$ cat src/rtl/apb_sin_sweep_ctrl_pkg.sv
// -----------------------------------------------------------------------------
// apb_sin_pkg
// Shared types and constants for the sine-sweep APB requester:
//   sweep_state_t  - top-level sweep sequencer states
//   xfer_state_t   - single-transfer engine states
//   CTRL_ADDR_DEF  - default address of the slave control register (holds n)
//   OUT_ADDR_DEF   - default address of the slave output register (sample)
//   apb_word_t     - 32-bit APB data word
// -----------------------------------------------------------------------------
package apb_sin_pkg;

    localparam int unsigned CTRL_ADDR_DEF = 0;
    localparam int unsigned OUT_ADDR_DEF  = 4;

    typedef logic [31:0] apb_word_t;

    typedef enum logic [2:0] {
        S_IDLE,
        S_WR_SETUP,
        S_WR_ACCESS,
        S_RD_SETUP,
        S_RD_ACCESS,
        S_EMIT
    } sweep_state_t;

    typedef enum logic [1:0] {
        X_IDLE,
        X_SETUP,
        X_ACCESS
    } xfer_state_t;

endpackage

$ cat src/rtl/apb_sin_sweep_ctrl_if.sv
// -----------------------------------------------------------------------------
// apb_sin_sweep_ctrl_if
// APB bus bundle between the sweep requester (master) and the sine slave.
//   PSEL, PENABLE, PWRITE, PADDR, PWDATA : requester -> slave
//   PRDATA, PREADY                       : slave -> requester
// -----------------------------------------------------------------------------
interface apb_sin_sweep_ctrl_if #(
    parameter int unsigned ADDR_W = 32,
    parameter int unsigned DATA_W = 32
) ();

    logic              PSEL;
    logic              PENABLE;
    logic              PWRITE;
    logic [ADDR_W-1:0] PADDR;
    logic [DATA_W-1:0] PWDATA;
    logic [DATA_W-1:0] PRDATA;
    logic              PREADY;

    modport master (
        output PSEL, PENABLE, PWRITE, PADDR, PWDATA,
        input  PRDATA, PREADY
    );

    modport slave (
        input  PSEL, PENABLE, PWRITE, PADDR, PWDATA,
        output PRDATA, PREADY
    );

endinterface

$ cat src/rtl/apb_sin_sweep_ctrl_xfer.sv
// -----------------------------------------------------------------------------
// apb_sin_xfer
// Single-transfer APB engine: one SETUP cycle, then ACCESS until PREADY.
// All APB outputs are registered. A new req may be raised in the same cycle
// that ack is returned, which moves straight into the next SETUP.
//   PCLK, PRESET   : clock, asynchronous active-low reset
//   req/wr/addr/wdata : start a transfer (wdata only used when wr=1)
//   ack            : ACCESS completing this cycle (PREADY seen)
//   rdata          : PRDATA, valid when ack is high on a read
//   tout           : ACCESS abandoned after TIMEOUT_CYC PREADY-low cycles
//   apb            : APB master modport
// Optional macro APB_SIN_SWEEP_TIMEOUT_EN builds the wait-state timeout;
// without it ACCESS waits indefinitely and tout is constant 0.
// -----------------------------------------------------------------------------
module apb_sin_xfer
    import apb_sin_pkg::*;
#(
    parameter int unsigned ADDR_W      = 32,
    parameter int unsigned DATA_W      = 32,
    parameter int unsigned TIMEOUT_CYC = 16
) (
    input  logic                  PCLK,
    input  logic                  PRESET,
    input  logic                  req,
    input  logic                  wr,
    input  logic [ADDR_W-1:0]     addr,
    input  logic [DATA_W-1:0]     wdata,
    output logic                  ack,
    output logic [DATA_W-1:0]     rdata,
    output logic                  tout,
    apb_sin_sweep_ctrl_if.master  apb
);

    xfer_state_t       xst_q, xst_d;
    logic              psel_q, psel_d;
    logic              penable_q, penable_d;
    logic              pwrite_q, pwrite_d;
    logic [ADDR_W-1:0] paddr_q, paddr_d;
    logic [DATA_W-1:0] pwdata_q, pwdata_d;

    assign ack   = (xst_q == X_ACCESS) && apb.PREADY;
    assign rdata = apb.PRDATA;

`ifdef APB_SIN_SWEEP_TIMEOUT_EN
    localparam int unsigned WAIT_W = $clog2(TIMEOUT_CYC + 1);

    logic [WAIT_W-1:0] wait_cnt_q, wait_cnt_d;

    // Counts consecutive PREADY-low ACCESS cycles; fires on the last allowed one.
    always_comb begin
        wait_cnt_d = wait_cnt_q;
        tout       = 1'b0;
        if (req) begin
            wait_cnt_d = '0;
        end else if ((xst_q == X_ACCESS) && !apb.PREADY) begin
            if (wait_cnt_q == WAIT_W'(TIMEOUT_CYC - 1)) begin
                tout       = 1'b1;
                wait_cnt_d = '0;
            end else begin
                wait_cnt_d = wait_cnt_q + 1'b1;
            end
        end
    end

    always_ff @(posedge PCLK or negedge PRESET) begin
        if (!PRESET) begin
            wait_cnt_q <= '0;
        end else begin
            wait_cnt_q <= wait_cnt_d;
        end
    end
`else
    localparam int unsigned timeout_unused = TIMEOUT_CYC;
    assign tout = 1'b0;
`endif

    always_comb begin
        xst_d     = xst_q;
        psel_d    = psel_q;
        penable_d = penable_q;
        pwrite_d  = pwrite_q;
        paddr_d   = paddr_q;
        pwdata_d  = pwdata_q;
        case (xst_q)
            X_SETUP: begin
                xst_d     = X_ACCESS;
                penable_d = 1'b1;
            end
            X_ACCESS: begin
                if (ack || tout) begin
                    xst_d     = X_IDLE;
                    psel_d    = 1'b0;
                    penable_d = 1'b0;
                end
            end
            default: ;
        endcase
        // A request overrides the return to idle so back-to-back transfers
        // still pass through a SETUP cycle. PWDATA keeps its value on reads.
        if (req) begin
            xst_d     = X_SETUP;
            psel_d    = 1'b1;
            penable_d = 1'b0;
            pwrite_d  = wr;
            paddr_d   = addr;
            if (wr) begin
                pwdata_d = wdata;
            end
        end
    end

    always_ff @(posedge PCLK or negedge PRESET) begin
        if (!PRESET) begin
            xst_q     <= X_IDLE;
            psel_q    <= 1'b0;
            penable_q <= 1'b0;
            pwrite_q  <= 1'b0;
            paddr_q   <= '0;
            pwdata_q  <= '0;
        end else begin
            xst_q     <= xst_d;
            psel_q    <= psel_d;
            penable_q <= penable_d;
            pwrite_q  <= pwrite_d;
            paddr_q   <= paddr_d;
            pwdata_q  <= pwdata_d;
        end
    end

    assign apb.PSEL    = psel_q;
    assign apb.PENABLE = penable_q;
    assign apb.PWRITE  = pwrite_q;
    assign apb.PADDR   = paddr_q;
    assign apb.PWDATA  = pwdata_q;

endmodule

$ cat src/rtl/apb_sin_sweep_ctrl.sv
// -----------------------------------------------------------------------------
// apb_sin_sweep_ctrl
// Sweeps the sine-lookup APB slave over n = n_start + k*n_step, k = 0..count-1.
// Each sample: write n to CTRL_ADDR, read OUT_ADDR, offer the result on a
// valid/ready stream. Five cycles per sample with no wait states/backpressure.
//   PCLK, PRESET            : clock, asynchronous active-low reset
//   start, n_start, n_step, count : sweep request, sampled only in IDLE
//   busy, done, error       : status (done is a 1-cycle pulse, error sticky)
//   smp_valid/ready, smp_n, smp_data : sample stream
//   apb                     : APB master modport to the sine slave
// Optional macro APB_SIN_SWEEP_TIMEOUT_EN enables the ACCESS wait-state
// timeout (TIMEOUT_CYC cycles); without it error is constant 0.
// -----------------------------------------------------------------------------
module apb_sin_sweep_ctrl
    import apb_sin_pkg::*;
#(
    parameter int unsigned       ADDR_W      = 32,
    parameter int unsigned       DATA_W      = 32,
    parameter int unsigned       CNT_W       = 16,
    parameter logic [ADDR_W-1:0] CTRL_ADDR   = ADDR_W'(CTRL_ADDR_DEF),
    parameter logic [ADDR_W-1:0] OUT_ADDR    = ADDR_W'(OUT_ADDR_DEF),
    parameter int unsigned       TIMEOUT_CYC = 16
) (
    input  logic                  PCLK,
    input  logic                  PRESET,
    input  logic                  start,
    input  logic [DATA_W-1:0]     n_start,
    input  logic [DATA_W-1:0]     n_step,
    input  logic [CNT_W-1:0]      count,
    output logic                  busy,
    output logic                  done,
    output logic                  error,
    output logic                  smp_valid,
    input  logic                  smp_ready,
    output logic [DATA_W-1:0]     smp_n,
    output logic [DATA_W-1:0]     smp_data,
    apb_sin_sweep_ctrl_if.master  apb
);

    sweep_state_t      state_q, state_d;
    logic [DATA_W-1:0] n_q, n_d;
    logic [DATA_W-1:0] step_q, step_d;
    logic [CNT_W-1:0]  rem_q, rem_d;
    logic [DATA_W-1:0] smp_n_q, smp_n_d;
    logic [DATA_W-1:0] smp_data_q, smp_data_d;
    logic              done_q, done_d;

    logic              req, req_wr, ack, tout, accept;
    logic [ADDR_W-1:0] req_addr;
    logic [DATA_W-1:0] rdata;

    assign accept = (state_q == S_IDLE) && start && (count != '0);

    apb_sin_xfer #(
        .ADDR_W      (ADDR_W),
        .DATA_W      (DATA_W),
        .TIMEOUT_CYC (TIMEOUT_CYC)
    ) u_xfer (
        .PCLK  (PCLK),
        .PRESET(PRESET),
        .req   (req),
        .wr    (req_wr),
        .addr  (req_addr),
        .wdata (n_d),
        .ack   (ack),
        .rdata (rdata),
        .tout  (tout),
        .apb   (apb)
    );

    // Requests are raised on the transition into a SETUP state so the engine's
    // SETUP cycle coincides with WR_SETUP/RD_SETUP here. Write data is n_d:
    // the index this write is about to announce.
    always_comb begin
        state_d    = state_q;
        n_d        = n_q;
        step_d     = step_q;
        rem_d      = rem_q;
        smp_n_d    = smp_n_q;
        smp_data_d = smp_data_q;
        done_d     = 1'b0;
        req        = 1'b0;
        req_wr     = 1'b0;
        req_addr   = CTRL_ADDR;
        case (state_q)
            S_IDLE: begin
                if (accept) begin
                    n_d     = n_start;
                    step_d  = n_step;
                    rem_d   = count;
                    state_d = S_WR_SETUP;
                    req     = 1'b1;
                    req_wr  = 1'b1;
                end else if (start) begin
                    done_d = 1'b1;
                end
            end
            S_WR_SETUP: state_d = S_WR_ACCESS;
            S_WR_ACCESS: begin
                if (tout) begin
                    state_d = S_IDLE;
                    done_d  = 1'b1;
                end else if (ack) begin
                    state_d  = S_RD_SETUP;
                    req      = 1'b1;
                    req_addr = OUT_ADDR;
                end
            end
            S_RD_SETUP: state_d = S_RD_ACCESS;
            S_RD_ACCESS: begin
                if (tout) begin
                    state_d = S_IDLE;
                    done_d  = 1'b1;
                end else if (ack) begin
                    smp_data_d = rdata;
                    smp_n_d    = n_q;
                    state_d    = S_EMIT;
                end
            end
            S_EMIT: begin
                if (smp_ready) begin
                    n_d   = n_q + step_q;
                    rem_d = rem_q - 1'b1;
                    // rem_q == 1 means this handshake consumed the last sample.
                    if (rem_q != CNT_W'(1)) begin
                        state_d = S_WR_SETUP;
                        req     = 1'b1;
                        req_wr  = 1'b1;
                    end else begin
                        state_d = S_IDLE;
                        done_d  = 1'b1;
                    end
                end
            end
            default: state_d = S_IDLE;
        endcase
    end

    always_ff @(posedge PCLK or negedge PRESET) begin
        if (!PRESET) begin
            state_q    <= S_IDLE;
            n_q        <= '0;
            step_q     <= '0;
            rem_q      <= '0;
            smp_n_q    <= '0;
            smp_data_q <= '0;
            done_q     <= 1'b0;
        end else begin
            state_q    <= state_d;
            n_q        <= n_d;
            step_q     <= step_d;
            rem_q      <= rem_d;
            smp_n_q    <= smp_n_d;
            smp_data_q <= smp_data_d;
            done_q     <= done_d;
        end
    end

`ifdef APB_SIN_SWEEP_TIMEOUT_EN
    logic error_q, error_d;

    always_comb begin
        error_d = error_q;
        if (accept) begin
            error_d = 1'b0;
        end else if (tout) begin
            error_d = 1'b1;
        end
    end

    always_ff @(posedge PCLK or negedge PRESET) begin
        if (!PRESET) begin
            error_q <= 1'b0;
        end else begin
            error_q <= error_d;
        end
    end

    assign error = error_q;
`else
    assign error = 1'b0;
`endif

    assign busy      = (state_q != S_IDLE);
    assign done      = done_q;
    assign smp_valid = (state_q == S_EMIT);
    assign smp_n     = smp_n_q;
    assign smp_data  = smp_data_q;

endmodule

$ cat src/flat_wrapper.sv
// flat-port wrapper written by rule: the top's interface ports become plain ports
module apb_sin_sweep_ctrl_flat import apb_sin_pkg::*;
#(
    parameter int unsigned       ADDR_W      = 32,
    parameter int unsigned       DATA_W      = 32,
    parameter int unsigned       CNT_W       = 16,
    parameter logic [ADDR_W-1:0] CTRL_ADDR   = ADDR_W'(CTRL_ADDR_DEF),
    parameter logic [ADDR_W-1:0] OUT_ADDR    = ADDR_W'(OUT_ADDR_DEF),
    parameter int unsigned       TIMEOUT_CYC = 16
)
  (PCLK, PRESET, start, n_start, n_step, count, busy, done, error, smp_valid, smp_ready, smp_n, smp_data, apb_PSEL, apb_PENABLE, apb_PWRITE, apb_PADDR, apb_PWDATA, apb_PRDATA, apb_PREADY);
  apb_sin_sweep_ctrl_if #(.ADDR_W(ADDR_W), .DATA_W(DATA_W)) apb_i ();
  input  logic PCLK;
  input  logic PRESET;
  input  logic start;
  input  logic [DATA_W-1:0] n_start;
  input  logic [DATA_W-1:0] n_step;
  input  logic [CNT_W-1:0] count;
  output logic busy;
  output logic done;
  output logic error;
  output logic smp_valid;
  input  logic smp_ready;
  output logic [DATA_W-1:0] smp_n;
  output logic [DATA_W-1:0] smp_data;
  output wire logic [$bits(apb_i.PSEL)-1:0] apb_PSEL;
  output wire logic [$bits(apb_i.PENABLE)-1:0] apb_PENABLE;
  output wire logic [$bits(apb_i.PWRITE)-1:0] apb_PWRITE;
  output wire logic [$bits(apb_i.PADDR)-1:0] apb_PADDR;
  output wire logic [$bits(apb_i.PWDATA)-1:0] apb_PWDATA;
  input wire logic [$bits(apb_i.PRDATA)-1:0] apb_PRDATA;
  input wire logic [$bits(apb_i.PREADY)-1:0] apb_PREADY;
  assign apb_PSEL = apb_i.PSEL;
  assign apb_PENABLE = apb_i.PENABLE;
  assign apb_PWRITE = apb_i.PWRITE;
  assign apb_PADDR = apb_i.PADDR;
  assign apb_PWDATA = apb_i.PWDATA;
  assign apb_i.PRDATA = apb_PRDATA;
  assign apb_i.PREADY = apb_PREADY;
  apb_sin_sweep_ctrl #(.ADDR_W(ADDR_W), .DATA_W(DATA_W), .CNT_W(CNT_W), .CTRL_ADDR(CTRL_ADDR), .OUT_ADDR(OUT_ADDR), .TIMEOUT_CYC(TIMEOUT_CYC)) u_core (.PCLK(PCLK), .PRESET(PRESET), .start(start), .n_start(n_start), .n_step(n_step), .count(count), .busy(busy), .done(done), .error(error), .smp_valid(smp_valid), .smp_ready(smp_ready), .smp_n(smp_n), .smp_data(smp_data), .apb(apb_i));
endmodule
$ cat config.mk
export PLATFORM = sky130hd
export DESIGN_NAME = apb_sin_sweep_ctrl_flat
export DESIGN_NICKNAME = d
export VERILOG_FILES = /design/src/rtl/apb_sin_sweep_ctrl_pkg.sv /design/src/rtl/apb_sin_sweep_ctrl_if.sv /design/src/rtl/apb_sin_sweep_ctrl_xfer.sv /design/src/rtl/apb_sin_sweep_ctrl.sv /design/src/flat_wrapper.sv
export SDC_FILE = /design/constraint.sdc
export NUM_CORES = 1
export LEC_CHECK = 0
export CAP_MARGIN = 10
export CORE_ASPECT_RATIO = 0.6
export CORE_MARGIN = 10
export CORE_UTILIZATION = 50
export CTS_CLUSTER_SIZE = 14
export DETAILED_ROUTE_END_ITERATION = 16
export PLACE_DENSITY = 0.84
export SYNTH_ARGS = -nofsm -noshare
export SYNTH_HDL_FRONTEND = slang
export SYNTH_HIERARCHICAL = 1
export SYNTH_SLANG_ARGS = --single-unit
$ cat constraint.sdc
create_clock -name PCLK -period 6.2 [get_ports PCLK]
set_input_delay 1.24 -clock PCLK [delete_from_list [all_inputs] [get_ports PCLK]]
set_output_delay 1.24 -clock PCLK [all_outputs]
set_load 0.005 [all_outputs]
## After elaboration in Yosys (flattened, before gate mapping)

Index checks and enable logic that the tools add are counted.

- Add/subtract/negate cells: 2
- Equality and inequality tests: 13
- Reduce and logical (&&, ||, !) cells: 17
- Mux-type cells: 33

Operators by type and width:

| cell | count |
|---|---|
| $mux W32 | 3 |
| $pmux W32 S2 | 1 |
| $add A32 B32 Y32 | 1 |
| $mux W16 | 2 |
| $pmux W16 S2 | 1 |
| $pmux W3 S6 | 1 |
| $ne A16 B1 Y1 const B | 1 |
| $reduce_bool A16 Y1 | 1 |
| $sub A16 B1 Y16 const B | 1 |
| $mux W3 | 5 |
| $mux W1 | 13 |
| $reduce_and A2 Y1 | 5 |
| $ne A2 B1 Y1 const B | 4 |
| $eq A3 B2 Y1 const B | 2 |
| $eq A3 B3 Y1 const B | 2 |
| $pmux W1 S2 | 3 |
| $reduce_bool A2 Y1 | 3 |
| $reduce_bool A3 Y1 | 2 |
| $mux W2 | 2 |
| $pmux W2 S2 | 1 |
| $reduce_and A4 Y1 | 1 |
| $eq A3 B1 Y1 const B | 1 |
| $logic_and A1 B1 Y1 | 3 |
| $logic_not A3 Y1 | 1 |
| 5 further kinds | 5 |

- Word-level logic and storage cells: 78
- Register bits: 217
- Input port bits: 117
- Output and inout port bits: 135

## Depth between registers and ports, before layout

- Depth after elaboration: 7
- Gate-level depth with buffers: 13
- Gate-level depth less buffers: 13

## By module

The synthesis kept the hierarchy.

Modules (own cells, without submodules):

| module | sequential area each (µm²) | instances | cells an instance | area each (µm²) |
|---|---|---|---|---|
| apb_sin_sweep_ctrl | 3703.6 | 1 | 811 | 7970.1 |
| apb_sin_xfer | 1701.6 | 1 | 183 | 2910.3 |

## Least setup slack after synthesis

Ideal clock, no wire load.

- Path kind: input-to-reg
- From: input count[3]
- To: register u_core.u_xfer.pwdata_q[10], in the netlist u_core/u_xfer/apb.PWDATA[10]
- Setup time: 0.125 ns
- Path buffers: 2
- Setup slack: 3.024 ns
- Arrival: 3.051 ns
- Stages: 9
- Path through: nor4_1 -> nand4_1 -> nand3_1 -> o21ai_0 -> or2_2 -> buf_6 -> nand2_4 -> buf_6 -> mux2_4

- Longest elaborated chain between the ends: 5
- Elaborated cells between the ends (all ways): 8
- Classes of those cells: mux: 5; reduce/logical: 3

RTL lines:

| item | RTL line | text |
|---|---|---|
| start, declared | flat_wrapper.sv:18 | `input logic [CNT_W-1:0] count;` |
| $reduce_bool A16 Y1 | apb_sin_sweep_ctrl.sv:52 | `assign accept = (state_q == S_IDLE) && start && (count != '0);` |
| $logic_and A1 B1 Y1 | apb_sin_sweep_ctrl.sv:52 |  |
| $mux W1 | apb_sin_sweep_ctrl.sv:87 | `if (accept) begin` |
| $pmux W1 S2 | apb_sin_sweep_ctrl.sv:85 | `case (state_q)` |
| named net u_core.req_wr | apb_sin_sweep_ctrl.sv:48 | `logic req, req_wr, ack, tout, accept;` |
| $reduce_and A2 Y1 (no line) | -- |  |
| end signal, assigned | apb_sin_sweep_ctrl_xfer.sv:126 | `pwdata_q <= pwdata_d;` |
| end, declared | apb_sin_sweep_ctrl_xfer.sv:39 | `logic [DATA_W-1:0] pwdata_q, pwdata_d;` |

The timed path passes the listed nets, and every way through them passes these cells.
A chain may end at the register's enable or synchronous reset.

## Final worst setup path

- From: input count[3]
- To: register u_core.u_xfer.pwdata_q[0], in the netlist u_core/u_xfer/apb.PWDATA[0]

Same word-level chain as after synthesis.

==> impl_metrics.tcl <==
set metrics [dict create \
    synth_common_cells "216 x dfrtp_1, 139 x nand2_1, 98 x mux2_2" \
    cp_data_required_time_ns 6.58 \
    cts_root_buffer "clkbuf_16" \
    core_area_sq_um 21190 \
    synth_top_area_cell "dfrtp_1" \
    clock_latency_ns 0.50 \
    slew_viol_final 0 \
    drc 0 \
    slowest_stage "nand2_4" \
    ctsResizeCount 0 \
    place_inst 1478 \
    path_clk_slew_ns 0.06 \
    syn-cell-area_sq_um 10880 \
    period_share 0.6900 \
    crit_arrival_ns 4.65 \
    cp-end-kind "register" \
    crit_path_cell_trace "clkdlybuf4s50_1 -> nor4_1 -> nand4_1 -> nand3_1 -> o21ai_0 -> or2_2 -> nand2_4 -> mux2_2" \
    vias_per_cell 5.504 \
    cts_setup_buffers 0 \
    cts.sinks 216 \
    cts_tree "built" \
    start_util 0.5136 \
    dieArea_sq_um 28250 \
    critPathMaxFanout 37 \
    slew_headroom 0.2953 \
    via_count 8366 \
    portBuffers 250 \
    skew_ns 0.01383 \
    yosysWarnings 6 \
    fp.dieW_microns 210.4 \
    worst_setup_path_start_kind "input pin" \
    rsz0062_at_grt "no" \
    synth_edf_count 0 \
    ant_nets 0 \
    grt_overflow 0 \
    gp_congestion 0.9400 \
    synth.most_common_cell "dfrtp_1" \
    dr.pass1.iters 5 \
    synth.distinct_cells 81 \
    avgRoutedWirePerCell_microns 19.73 \
    holdBufCountCts 0 \
    yosys_register_bits 216 \
    tns_ns 0 \
    routed_wirelength_microns 30000 \
    maxCapViolations 0 \
    syn_inst 994 \
    drive_above_1_share 0.1573 \
    final_cells 1520 \
    rows 41 \
    synthTopCellsByArea "dfrtp_1 50%, mux2_2 10%, nand2_1 4.8%" \
    slowest_delay_ns 0.69 \
    area_growth_pct 30.28 \
    nets 1375 \
    hpwl_microns 21730 \
    grt_util_all_layers 0.2069 \
    setup_viol 0 \
    hold_path_class "reg2reg" \
    ys_seq_area_frac 0.4968 \
    initialDrtViolationCount 631 \
    ys_async_sr_fraction 1.000 \
    p_leak_nw 6.490 \
    grt_pass1_vias 8506 \
    fmax_mhz 233.7 \
    cts_made_buffers 22 \
    powerDensity_nw_per_um2 541.0 \
    grt_max_degree 129 \
    fin_crit_ns 4.278 \
    crit_type "in2reg" \
    die_height_microns 134.3 \
    synthDominantCellAreaShare 0.4968 \
    status "finished clean" \
    grt_pass1_wl_microns 47820 \
    hold_viol_final 0 \
    avgSynthCellArea_sq_um 10.95 \
    cts.path.max_buffers 3 \
    irDropWorstVdd_uv 321.8 \
    pin_count 252 \
    ys.flop_type "dfrtp_1" \
    worst_pin_slew_ns 1.057 \
    htreeDepth 1 \
    antenna_found_initial 1 \
]
==> sequential cells by signal, summed over array words and instances (netlist names) <==
| register | cells |
|---|---|
| u_core/done | 1 |
| u_core/n_q | 32 |
| u_core/rem_q | 16 |
| u_core/smp_data | 32 |
| u_core/smp_n | 32 |
| u_core/state_q | 3 |
| u_core/step_q | 32 |
| u_core/u_xfer/apb.PADDR | 32 |
| u_core/u_xfer/apb.PENABLE | 1 |
| u_core/u_xfer/apb.PSEL | 1 |
| u_core/u_xfer/apb.PWDATA | 32 |
| u_core/u_xfer/apb.PWRITE | 1 |
| u_core/u_xfer/xst_q | 1 |
==> metrics by stage <==
| step | util | power, mW | area [sq um] | worst slack [ns] | hold slack [ns] |
|---|---|---|---|---|---|
| floorplan | - | 4.759 | 11000 | 3.024 | 0.4432 |
| detailed placement | 0.6320 | 6.266 | 13390 | 1.433 | 0.4675 |
| global route | 0.6689 | 8.208 | 14170 | 1.788 | 0.5044 |
| CTS | 0.6676 | 7.672 | 14140 | 1.949 | 0.4832 |
| global placement | 0.6320 | 6.124 | 13390 | 1.498 | 0.4627 |
| finish | 0.6690 | 7.668 | 14170 | 1.922 | 0.4818 |
==> cell usage in the layout, fill, tap and decap left out, types with 8 or more instances in the layout <==
cell type / synthesis / layout
nand2_1: 139 / 139
nand3_1: 17 / 16
inv_1: 23 / 23
nand4_1: 8 / 8
conb_1: 2 / 33
clkdlybuf4s50_1: 0 / 249
mux2_2: 98 / 98
dfrtp_1: 216 / 216
nor3_1: 21 / 21
xnor2_1: 12 / 12
clkbuf_8: 0 / 8
xor2_1: 10 / 10
a21oi_1: 53 / 53
mux2_4: 29 / 29
ha_1: 33 / 33
clkbuf_16: 0 / 23
o21ai_0: 65 / 65
a22oi_1: 23 / 23
a21o_1: 14 / 14
nor2_1: 32 / 31
==> per-layer routing <==
metal	wire length, microns	GRT usage	part of all wire
met5	0	0	0
met4	434	0.03845	0.014
met3	3064	0.07606	0.10
met2	12920	0.3157	0.43
met1	13570	0.2774	0.45
==> final timing paths <==
path	start	to	slack, ns	cells past startpoint
min in group asynchronous	PRESET	u_core/smp_data[29]$_DFFE_PN0P_	0.80	1
max reg2reg	u_core/state_q[1]$_DFFE_PN0P_	u_core/u_xfer/apb.PWDATA[8]$_DFFE_PN0P_	2.11	9
min reg2reg	u_core/step_q[22]$_DFFE_PN0P_	u_core/step_q[22]$_DFFE_PN0P_	0.48	2
max in group asynchronous	PRESET	u_core/n_q[8]$_DFF_PN0_	4.03	2
min	u_core/step_q[22]$_DFFE_PN0P_	u_core/step_q[22]$_DFFE_PN0P_	0.48	2
max	count[3]	u_core/u_xfer/apb.PWDATA[0]$_DFFE_PN0P_	1.92	8
==> report_power, final <==
part           switching, mW  internal (mW)
logic                   1.81           1.96
registers              0.463           2.07
clock network          0.550          0.815
==> final cells by class <==
cell class	instances	area, sq um
fill	1601	7012
antenna	1	2.502
multi-input combinational	703	4992
sequential	216	5405
timing repair buffer	257	2580
clock inverter	6	58.81
tap	279	349.1
inverter	24	90.09
clock buffer	34	696.9
==> worst max-delay path: cells and delay by family <==
family,cells,cell delay (ns)
AND/OR/NAND/NOR,5,2.35
AO/OA/AOI/OAI,1,0.18
multiplexers,1,0.42
buffers and inverters,1,0.44
==> logic make-up after synthesis <==
family / share of synthesized area
AO/OA/AOI/OAI: 0.1291
buffers and inverters: 0.05704
adder cells (fa/ha/maj): 0.04071
other: 0.0006902
multiplexers: 0.1462
XOR/XNOR: 0.01771
flip-flops: 0.4968
AND/OR/NAND/NOR: 0.1118
(Power assumes the default switching activity.)
==> variant: new RTL, config.mk and constraints unchanged <==
`ADDR_W` is set to 32 in 4 places; all go to 16.
--- a/src/rtl/apb_sin_sweep_ctrl_if.sv
+++ b/src/rtl/apb_sin_sweep_ctrl_if.sv
@@ -7,3 +7,3 @@
 interface apb_sin_sweep_ctrl_if #(
-    parameter int unsigned ADDR_W = 32,
+    parameter int unsigned ADDR_W = 16,
     parameter int unsigned DATA_W = 32
--- a/src/rtl/apb_sin_sweep_ctrl_xfer.sv
+++ b/src/rtl/apb_sin_sweep_ctrl_xfer.sv
@@ -17,3 +17,3 @@
 #(
-    parameter int unsigned ADDR_W      = 32,
+    parameter int unsigned ADDR_W      = 16,
     parameter int unsigned DATA_W      = 32,
--- a/src/rtl/apb_sin_sweep_ctrl.sv
+++ b/src/rtl/apb_sin_sweep_ctrl.sv
@@ -16,3 +16,3 @@
 #(
-    parameter int unsigned       ADDR_W      = 32,
+    parameter int unsigned       ADDR_W      = 16,
     parameter int unsigned       DATA_W      = 32,
--- a/src/flat_wrapper.sv
+++ b/src/flat_wrapper.sv
@@ -3,3 +3,3 @@
 #(
-    parameter int unsigned       ADDR_W      = 32,
+    parameter int unsigned       ADDR_W      = 16,
     parameter int unsigned       DATA_W      = 32,
Ports: changed (resized apb_PADDR); port bits go from 252 to 236. The function was not compared with the original's and may differ.
==> variant against the original RTL <==
Register-to-register slack got worse by 60 ps. Worst setup slack improved by 130 ps. Synthesized area fell by 6.6%. Sequential cell count fell by 16. Sequential power fell by 7.9%. First-iteration DRC count fell by 12%. Design area fell by 8.0%. Sequential share of layout area rose by 0.26 points. Power fell by 11%. Synthesized cell count fell by 3.4%. Wire length fell by 4.7%. Clock skew fell by 6.8 ps. Largest power group unchanged. Highest routed layer unchanged.
==> variant: results (changes against the original RTL) <==
crit_type: "reg -> reg"
placed_cell_area_um2: 12500  # -6.8%
synth_area_leaders: "dfrtp_1 (49%), mux2_2 (9.1%), nand2_1 (5.1%), ha_1 (4.1%), mux2_1 (3.3%)"
grt_pass1_wl_um: 44800  # -6.3%
clk_latency_ps: 430  # -70 ps
outcome: "completed"
yosysTopAreaCellShare_pct: 49.2  # -0.44 points
dp_cells: 1408  # -4.7%
fin_crit_sh_pct: 66.9  # -2.1 points
clock_skew_ps: 7.04  # -6.79 ps
cts_htree_levels: 4  # +3
synth-xor-area-share_pct: 1.90  # +0.12 points
arrival_ps: 4450  # -200 ps
cp-endpoint: "u_core/u_xfer/apb.PWDATA[5]$_DFFE_PN0P_"
ys_top_cells_by_count: "dfrtp_1 (200), nand2_1 (139), mux2_2 (82)"
placement.io_buffers: 234  # -6.4%
power.leakage_nw: 5.87  # -9.5%
synthCells: 960  # -3.4%
crit_path_top_delay_cell: "nand2_2"
drtIter0Drc: 556  # -12%
vias_per_cell: 5.59  # +1.6%
pre_cts_ws_ps: 1690  # +257 ps
ys_seq_area_share_pct: 49.2  # -0.44 points
crit_fanout: 39  # +5.4%
grt_antenna_before_repair: 0  # -1
r2r_slack_ps: 2050  # -60 ps
grtUsageTotal_pct: 21.3  # +0.58 points
hold-worst-slack_ps: 483  # +1.46 ps
synthAdderAreaFrac_pct: 4.36  # +0.29 points
wl_um: 28600  # -4.7%
final_nets: 1306  # -5.0%
place_congestion: 0.963  # +2.5%
slowest_delay_ps: 660  # -30 ps
place_hpwl_um: 20500  # -5.8%
worst-slew-pin-transition_ps: 1020  # -36.5 ps
ir_drop_mv: 0.283  # -12%
min_to: "u_core/step_q[21]$_DFFE_PN0P_"
numCtsBuffers: 17  # -23%
clockBufferDepth: 2  # -1
antennaDiodeCount: 0  # -1
grt_pass1_vias: 8098  # -4.8%
grt_max_degree: 163  # +26%
synth_compound_area_share_pct: 13.8  # +0.91 points
wire_per_inst_um: 19.8  # +0.50%
variant: cell types whose count changed after synthesis, sizes merged:
| cell | unedited run | this run |
|---|---|---|
| dfrtp | 216 | 200 |
| mux2 | 128 | 112 |
| buf | 60 | 58 |
variant: layer usage:
metal / up-vias / track usage (%) / wire (um)
met4: 0 / 4.98 / 258
met1: 3976 / 28.8 / 13000
met3: 19 / 8.58 / 3040
met5: - / 0 / 0
li1: 3752 / - / -
met2: 314 / 31.3 / 12300
variant: final cells by class:
cell class / instances / area, um^2
Fill cell: 1531 / 6930
Sequential cell: 200 / 5000
Multi-Input combinational cell: 671 / 4640
Timing Repair Buffer: 241 / 2420
Clock buffer: 22 / 464
Tap cell: 273 / 342
Inverter: 24 / 90.1
Clock inverter: 10 / 72.6
variant: power breakdown:
part           internal (mW)  leakage, nW  switching [mW]  total (mW)
Sequential              1.91         2.55           0.427        2.33
Clock                  0.536        0.256           0.494        1.03
Combinational           1.72         3.06            1.74        3.46
Total                   4.17         5.87            2.66        6.82
